### src/rtl/fb_pkg.sv
// Shared types and helpers for the SRAM frame buffer.
package fb_pkg;

  typedef enum logic [2:0] {
    S_IDLE   = 3'd0,
    S_CAP_W0 = 3'd1,
    S_CAP_W1 = 3'd2,
    S_PB_R0  = 3'd3,
    S_PB_R1  = 3'd4,
    S_PB_OUT = 3'd5,
    S_DONE   = 3'd6
  } fb_state_t;

  localparam logic MODE_CAPTURE  = 1'b0;
  localparam logic MODE_PLAYBACK = 1'b1;

  // Two 16-bit SDRAM words -> {R, G, B}, 8 bits each.
  function automatic logic [23:0] rgb_unpack(input logic [15:0] w0, input logic [15:0] w1);
    return {w1[9:2], w0[14:10], w1[14:12], w0[9:2]};
  endfunction

endpackage

### src/rtl/fb_rgb_unpack.sv
// Pixel unpack with the 8-bit colour left-aligned in the OUT_W display channel.
module fb_rgb_unpack
  import fb_pkg::*;
#(
  parameter int DATA_W = 16,
  parameter int OUT_W  = 10
) (
  input  logic [DATA_W-1:0] w0_i,
  input  logic [DATA_W-1:0] w1_i,
  output logic [OUT_W-1:0]  red_o,
  output logic [OUT_W-1:0]  green_o,
  output logic [OUT_W-1:0]  blue_o
);

  logic [23:0] rgb;

  assign rgb     = rgb_unpack(w0_i[15:0], w1_i[15:0]);
  assign red_o   = {rgb[23:16], {(OUT_W-8){1'b0}}};
  assign green_o = {rgb[15:8],  {(OUT_W-8){1'b0}}};
  assign blue_o  = {rgb[7:0],   {(OUT_W-8){1'b0}}};

endmodule

### src/rtl/sram_frame_buffer.sv
// Captures a window of live pixels into SRAM and plays it back to the display.
//
// state    | meaning
// S_IDLE   | live gated pass-through, waiting for start
// S_CAP_W0 | ready for a live pixel; previous pixel's second word on the bus
// S_CAP_W1 | first word of the accepted pixel on the bus
// S_PB_R0  | read address of word 0 on the bus
// S_PB_R1  | read address of word 1 on the bus, word 0 returning
// S_PB_OUT | word 1 returning, then pixel held until the display takes it
// S_DONE   | frame finished, done pulse follows
module sram_frame_buffer
  import fb_pkg::*;
#(
  parameter int H_ACTIVE   = 800,
  parameter int CAP_LINES  = 16,
  parameter int LIVE_LINES = 64,
  parameter int ADDR_W     = 20,
  parameter int DATA_W     = 16,
  parameter int OUT_W      = 10
) (
  input  logic              i_clk,
  input  logic              i_rst,
  input  logic              i_start,
  input  logic              i_mode,
  input  logic              i_loop,
  input  logic              i_abort,
  input  logic              i_pix_valid,
  input  logic [DATA_W-1:0] i_sdram_data_1,
  input  logic [DATA_W-1:0] i_sdram_data_2,
  input  logic [12:0]       i_v_cont,
  output logic              o_pix_ready,
  output logic              o_ccd_pause,
  output logic [ADDR_W-1:0] o_sram_addr,
  output logic              o_sram_we_n,
  output logic              o_sram_oe,
  output logic [DATA_W-1:0] o_sram_wdata,
  input  logic [DATA_W-1:0] i_sram_rdata,
  output logic              o_disp_valid,
  input  logic              i_disp_ready,
  output logic [OUT_W-1:0]  o_display_red,
  output logic [OUT_W-1:0]  o_display_green,
  output logic [OUT_W-1:0]  o_display_blue,
  output logic              o_busy,
  output logic              o_done
);

  // One extra bit so a frame filling the whole address space still terminates.
  localparam logic [ADDR_W:0] FRAME_WORDS = (ADDR_W+1)'(2 * H_ACTIVE * CAP_LINES);
  localparam logic [12:0]     LIVE_LIM    = 13'(LIVE_LINES);

  fb_state_t         state_q;
  logic [ADDR_W-1:0] addr_q, sram_addr_q;
  logic [DATA_W-1:0] wdata_q, w0_q, w1_q;
  logic              we_n_q, oe_q, pause_q, pix_ready_q, disp_valid_q, busy_q, done_q;
  logic [OUT_W-1:0]  red_q, green_q, blue_q;
  logic [OUT_W-1:0]  red_d, green_d, blue_d;

  logic [ADDR_W:0]   addr_sum;
  logic              frame_end, pb_state, live_en;
  logic [DATA_W-1:0] unp_w0, unp_w1;
  logic [OUT_W-1:0]  unp_red, unp_green, unp_blue;

  assign addr_sum  = {1'b0, addr_q} + (ADDR_W+1)'(2);
  assign frame_end = (addr_sum == FRAME_WORDS);
  assign pb_state  = (state_q == S_PB_R0) || (state_q == S_PB_R1) || (state_q == S_PB_OUT);
  assign live_en   = (i_v_cont < LIVE_LIM);

  // Playback unpacks the latched word 0 with word 1 straight off the read bus.
  assign unp_w0 = pb_state ? w0_q : i_sdram_data_1;
  assign unp_w1 = pb_state ? i_sram_rdata : i_sdram_data_2;

  fb_rgb_unpack #(.DATA_W(DATA_W), .OUT_W(OUT_W)) u_unpack (
    .w0_i    (unp_w0),
    .w1_i    (unp_w1),
    .red_o   (unp_red),
    .green_o (unp_green),
    .blue_o  (unp_blue)
  );

  // Colour next-value: stored pixel in playback, gated live pixel otherwise.
  always_comb begin
    red_d   = red_q;
    green_d = green_q;
    blue_d  = blue_q;
    if (pb_state) begin
      if (state_q == S_PB_OUT && !disp_valid_q) begin
        red_d   = unp_red;
        green_d = unp_green;
        blue_d  = unp_blue;
      end
    end else if (live_en) begin
      red_d   = unp_red;
      green_d = unp_green;
      blue_d  = unp_blue;
    end else begin
      red_d   = '0;
      green_d = '0;
      blue_d  = '0;
    end
  end

  // Colour output registers.
  always_ff @(posedge i_clk) begin
    if (i_rst) begin
      red_q   <= '0;
      green_q <= '0;
      blue_q  <= '0;
    end else begin
      red_q   <= red_d;
      green_q <= green_d;
      blue_q  <= blue_d;
    end
  end

  // Sequencer with registered SRAM, handshake and status outputs.
  always_ff @(posedge i_clk) begin
    if (i_rst) begin
      state_q      <= S_IDLE;
      addr_q       <= '0;
      sram_addr_q  <= '0;
      wdata_q      <= '0;
      w0_q         <= '0;
      w1_q         <= '0;
      we_n_q       <= 1'b1;
      oe_q         <= 1'b0;
      pause_q      <= 1'b0;
      pix_ready_q  <= 1'b0;
      disp_valid_q <= 1'b0;
      busy_q       <= 1'b0;
      done_q       <= 1'b0;
    end else if (i_abort) begin
      state_q      <= S_IDLE;
      we_n_q       <= 1'b1;
      oe_q         <= 1'b0;
      pause_q      <= 1'b0;
      pix_ready_q  <= 1'b0;
      disp_valid_q <= 1'b0;
      busy_q       <= 1'b0;
      done_q       <= 1'b0;
    end else begin
      we_n_q  <= 1'b1;
      oe_q    <= 1'b0;
      pause_q <= 1'b0;
      done_q  <= 1'b0;
      case (state_q)
        S_IDLE: begin
          if (i_start) begin
            addr_q      <= '0;
            sram_addr_q <= '0;
            busy_q      <= 1'b1;
            if (i_mode == MODE_PLAYBACK) begin
              state_q <= S_PB_R0;
            end else begin
              state_q     <= S_CAP_W0;
              pix_ready_q <= 1'b1;
            end
          end
        end
        S_CAP_W0: begin
          if (i_pix_valid) begin
            w1_q        <= i_sdram_data_2;
            sram_addr_q <= addr_q;
            wdata_q     <= i_sdram_data_1;
            we_n_q      <= 1'b0;
            oe_q        <= 1'b1;
            pix_ready_q <= 1'b0;
            state_q     <= S_CAP_W1;
          end
        end
        S_CAP_W1: begin
          sram_addr_q <= addr_q + ADDR_W'(1);
          wdata_q     <= w1_q;
          we_n_q      <= 1'b0;
          oe_q        <= 1'b1;
          pause_q     <= 1'b1;
          addr_q      <= addr_sum[ADDR_W-1:0];
          if (frame_end) begin
            state_q <= S_DONE;
            busy_q  <= 1'b0;
          end else begin
            state_q     <= S_CAP_W0;
            pix_ready_q <= 1'b1;
          end
        end
        S_PB_R0: begin
          sram_addr_q <= addr_q + ADDR_W'(1);
          state_q     <= S_PB_R1;
        end
        S_PB_R1: begin
          w0_q    <= i_sram_rdata;
          state_q <= S_PB_OUT;
        end
        S_PB_OUT: begin
          if (!disp_valid_q) begin
            disp_valid_q <= 1'b1;
          end else if (i_disp_ready) begin
            disp_valid_q <= 1'b0;
            if (frame_end && !i_loop) begin
              addr_q  <= addr_sum[ADDR_W-1:0];
              state_q <= S_DONE;
              busy_q  <= 1'b0;
            end else begin
              addr_q      <= frame_end ? '0 : addr_sum[ADDR_W-1:0];
              sram_addr_q <= frame_end ? '0 : addr_sum[ADDR_W-1:0];
              state_q     <= S_PB_R0;
            end
          end
        end
        S_DONE: begin
          done_q  <= 1'b1;
          state_q <= S_IDLE;
        end
        default: state_q <= S_IDLE;
      endcase
    end
  end

  assign o_pix_ready     = pix_ready_q;
  assign o_ccd_pause     = pause_q;
  assign o_sram_addr     = sram_addr_q;
  assign o_sram_we_n     = we_n_q;
  assign o_sram_oe       = oe_q;
  assign o_sram_wdata    = wdata_q;
  assign o_disp_valid    = disp_valid_q;
  assign o_display_red   = red_q;
  assign o_display_green = green_q;
  assign o_display_blue  = blue_q;
  assign o_busy          = busy_q;
  assign o_done          = done_q;

endmodule

### config.mk
export PLATFORM = sky130hd
export DESIGN_NAME = sram_frame_buffer
export DESIGN_NICKNAME = d
export VERILOG_FILES = /design/src/rtl/fb_pkg.sv /design/src/rtl/fb_rgb_unpack.sv /design/src/rtl/sram_frame_buffer.sv
export SDC_FILE = /design/constraint.sdc
export NUM_CORES = 1
export LEC_CHECK = 0
export BUFFER_PORTS_ARGS = -buffer_cell sky130_fd_sc_hd__buf_4
export CAP_MARGIN = 0
export CORE_UTILIZATION = 49
export DETAILED_ROUTE_END_ITERATION = 12
export PLACE_DENSITY = 0.77
export SYNTH_ARGS = -nofsm -noshare
export SYNTH_HDL_FRONTEND = slang
export SYNTH_SLANG_ARGS = --single-unit
### constraint.sdc
create_clock -name i_clk -period 3.1 [get_ports i_clk]
set_input_delay 0.155 -clock i_clk [delete_from_list [all_inputs] [get_ports i_clk]]
set_output_delay 0.155 -clock i_clk [all_outputs]
set_load 0.01 [all_outputs]
==> run metrics <==
Setup Skew=around 11 ps; R2R Setup Slk=around 190 ps; Cells after Synth=787; Post-CTS Repair Setup Buffers=0; Post-Synth Simple-Gate Area=approximately a quarter; Worst Setup EP=addr_q[16]; I/O Pins=approximately 140; FP Rows=40; First-pass DRT Iterations=5; adder-cell area share of the yosys netlist=less than 1%; actual slew at the worst max-slew pin=723 ps; Post-Syn Area per Cell=7.66 µm²; fin crit period=2910 ps; global-route wire length before repair=30100 µm; multiplexer share of the synthesized area=2.32%; post-cts sizing count=0; Num CTS Buffers=17; DRC errors left=0; cell taking the most area after synthesis=dfxtp_1; post-synth cell types=69; Setup TNS Final=0 ps; cell count of the worst hold path=3; Worst Setup SP=addr_q[7]; nets@finish=1014; Max FO, Critical Path=12; mapped cell area=between 0.006 and 0.007 mm²; vias=about 6400; Hold Crit Class=in -> reg; arrival time at the worst endpoint=3220 ps; die height=between 100 and 150 µm; Die Wd=113 µm; Tcrit/Tclk final=between 90% and 100%; clk slew on worst S/H paths=60 ps; final cell utilization of the core=67.5%; # setup viols final=0; total gr overflow=0; largest net degree at the start of global routing=approximately 60; crit path launch type=flip-flop; slowest cell delay on critical path=550 ps; WL final=18900 µm; antenna-violating nets left=0; CP endpoint kind=flip-flop; largest cells by area after synthesis=dfxtp_1 (40%), nand2_1 (10%), a21oi_1 (8.9%); Synth-to-Final Area Change=34.4%; All-Layer GR Usage=30.4%; Max Cap Viol=0; Final Hold Fails=0; clk buf depth=2; Worst-Skew Late Latency=420 ps; H-tree Lvls=4; Yosys warnings=0; WL per Instance=17.1 µm; Initial DRC Count=a little under 600; Synth top area share=39.5%; Total Power=3.97 mW; PortBufs=126; Placer Congestion=0.914; CP max stage cell=dfxtp_1; Max-slew headroom=between 50% and 60%; Worst Path Required=3410 ps; GRT busiest layer=met2; dpl hpwl=12500 µm; asr flop ratio synth=0%; final-layout fill cell count=approximately 970; Pins Over Slew Limit=0; share of cells above drive strength 1=23.7%; vias in the first global route=5823; unrepaired setup endpoints after global routing=no; Critical Setup Path Class=reg -> reg; status=completed; Synth Register Bits=119; met1 usage=41.8%; Leak=3.21 nW; Reg2Reg Depth=8; fmax=343 MHz; Synth Area in Compound Gates=around 22%; # diodes=0; EDFF count, synth=0; initial antenna violation count=0; Critical Path, Cell by Cell=nand4_2 -> or2_0 -> a311o_1 -> a2111o_1 -> nor3_2 -> a211o_1 -> o22ai_1 -> a21o_1; clock tree from TritonCTS=built; reg2reg end=addr_q[16]; largest family of logic cells by synthesized area=simple AND/OR/NAND/NOR gates; Top FF cell, synth=dfxtp_1; Core ar.=0.0120 mm²; power density cells=a little under 500 mW/mm²; met2 Resource Use GR=between 40% and 50%; reg2reg start=addr_q[7]; Initial Utilization=50.2%; post-synthesis xor/xnor area fraction=~4%; Vias/cell=around 5.8; CTS sink cnt=119; VDD IR max=about 0.00026 V; hold_ws=approximately 7.6 ps; Seq/Total Area, Yosys=39.5%; total die area=0.0128 mm²; met3 Usage GRT=around 8%; root buf cell=clkbuf_16
## cell usage after synthesis (all sizes together) (3+ instances only)
master and number:
a31oi 4, or2 6, nand3 12, buf 28
a21oi 107, o21ai 22, a22oi 19, nor4 7
clkbuf 45, o22ai 10, inv 11, o31ai 3
xor2 10, and3 5, nor2b 5, o41ai 3
xnor2 16, mux2i 14, or3 5, nor3 20
a211o 6, ha 3, nor2 92, a311oi 18
nor3b 3, dfxtp 119, nand4 4, nand2 161
## critical path, delay by kind of cell, from the launching register on
kind	cells	cell delay [ps]
simple gates	3	680
compound gates	5	1590
flops	1	550
## layer usage
layer	wire, µm	vias to the layer above
li1	-	3023
met1	8050	2977
met2	8340	351
met3	1990	48
met4	474	0
met5	0	-
## stage by stage
step / cells / area, µm² / worst slack, ps
6_report: 1102 / 8100 / 185
5_1_grt: 1102 / 8100 / 3.25
4_1_cts: 1102 / 8100 / 214
3_5_place_dp: 1040 / 7190 / 245
3_3_place_gp: 1040 / 7190 / 280
2_1_floorplan: 792 / 6050 / 174
## cell families after synthesis
group                    Yosys count
AND/OR/NAND/NOR                  325
AO/OA/AOI/OAI                    214
flip-flops                       119
buffers and inverters             85
XOR/XNOR                          26
multiplexers                      14
adder cells (fa/ha/maj)            3
other                              1
## flip-flops by register name, summed over array words and instances, names as in the netlist
name             flops
w0_q                13
o_sram_addr         20
o_display_blue       8
o_ccd_pause          1
o_display_green      8
w1_q                16
o_sram_we_n          1
o_sram_wdata        16
o_busy               1
o_done               1
state_q              3
o_disp_valid         1
o_pix_ready          1
o_display_red        8
o_sram_oe            1
addr_q              20
## worst min-delay path by stage
stage                             startpoint                  to  slack (ps)
after floorplan             i_sram_rdata[10]            w0_q[10]         290
after global placement    i_sdram_data_1[14]  o_display_green[9]         390
after detailed placement   i_sdram_data_2[8]    o_display_red[8]         400
after CTS                  i_sdram_data_2[7]    o_display_red[7]           2
after global routing       i_sdram_data_1[3]   o_display_blue[3]          10
final                      i_sdram_data_1[1]     o_sram_wdata[1]           8
## timing repair
item | CTS | global route
hold buffers | 30 | 0
setup endpoints to repair | 0 | 0
hold endpoints to repair | 37 | 0
## cell type report
class                           instances  area, µm²  area share [%]
Multi-Input combinational cell        588       3250            40.1
Clock inverter                         15        189            2.33
Inverter                               12       45.0           0.556
Sequential cell                       119       2380            29.4
Clock buffer                           17        425            5.25
Timing Repair Buffer                  204       1630            20.1
Tap cell                              147        184            2.27
## power by group
group / switching [mW] / total, mW / internal [mW]
registers: 0.0147 / 1.57 / 1.55
clock network: 0.776 / 2.06 / 1.28
logic: 0.187 / 0.343 / 0.156
## placed cells by master (no fill, tap or decap), types with 11 or more instances in the layout
cell type / Yosys / routed
nand3_1: 11 / 11
xnor2_1: 16 / 16
a311oi_1: 18 / 18
nor2_1: 92 / 92
a22oi_1: 19 / 19
dlygate4sd3_1: 0 / 30
nor3_1: 18 / 18
o21ai_0: 20 / 20
buf_4: 10 / 172
dfxtp_1: 119 / 119
nand2_1: 161 / 161
a21oi_1: 107 / 107
clkbuf_16: 0 / 17
inv_1: 11 / 11
mux2i_1: 14 / 14
Note: power is estimated with default switching activity, not from simulation.
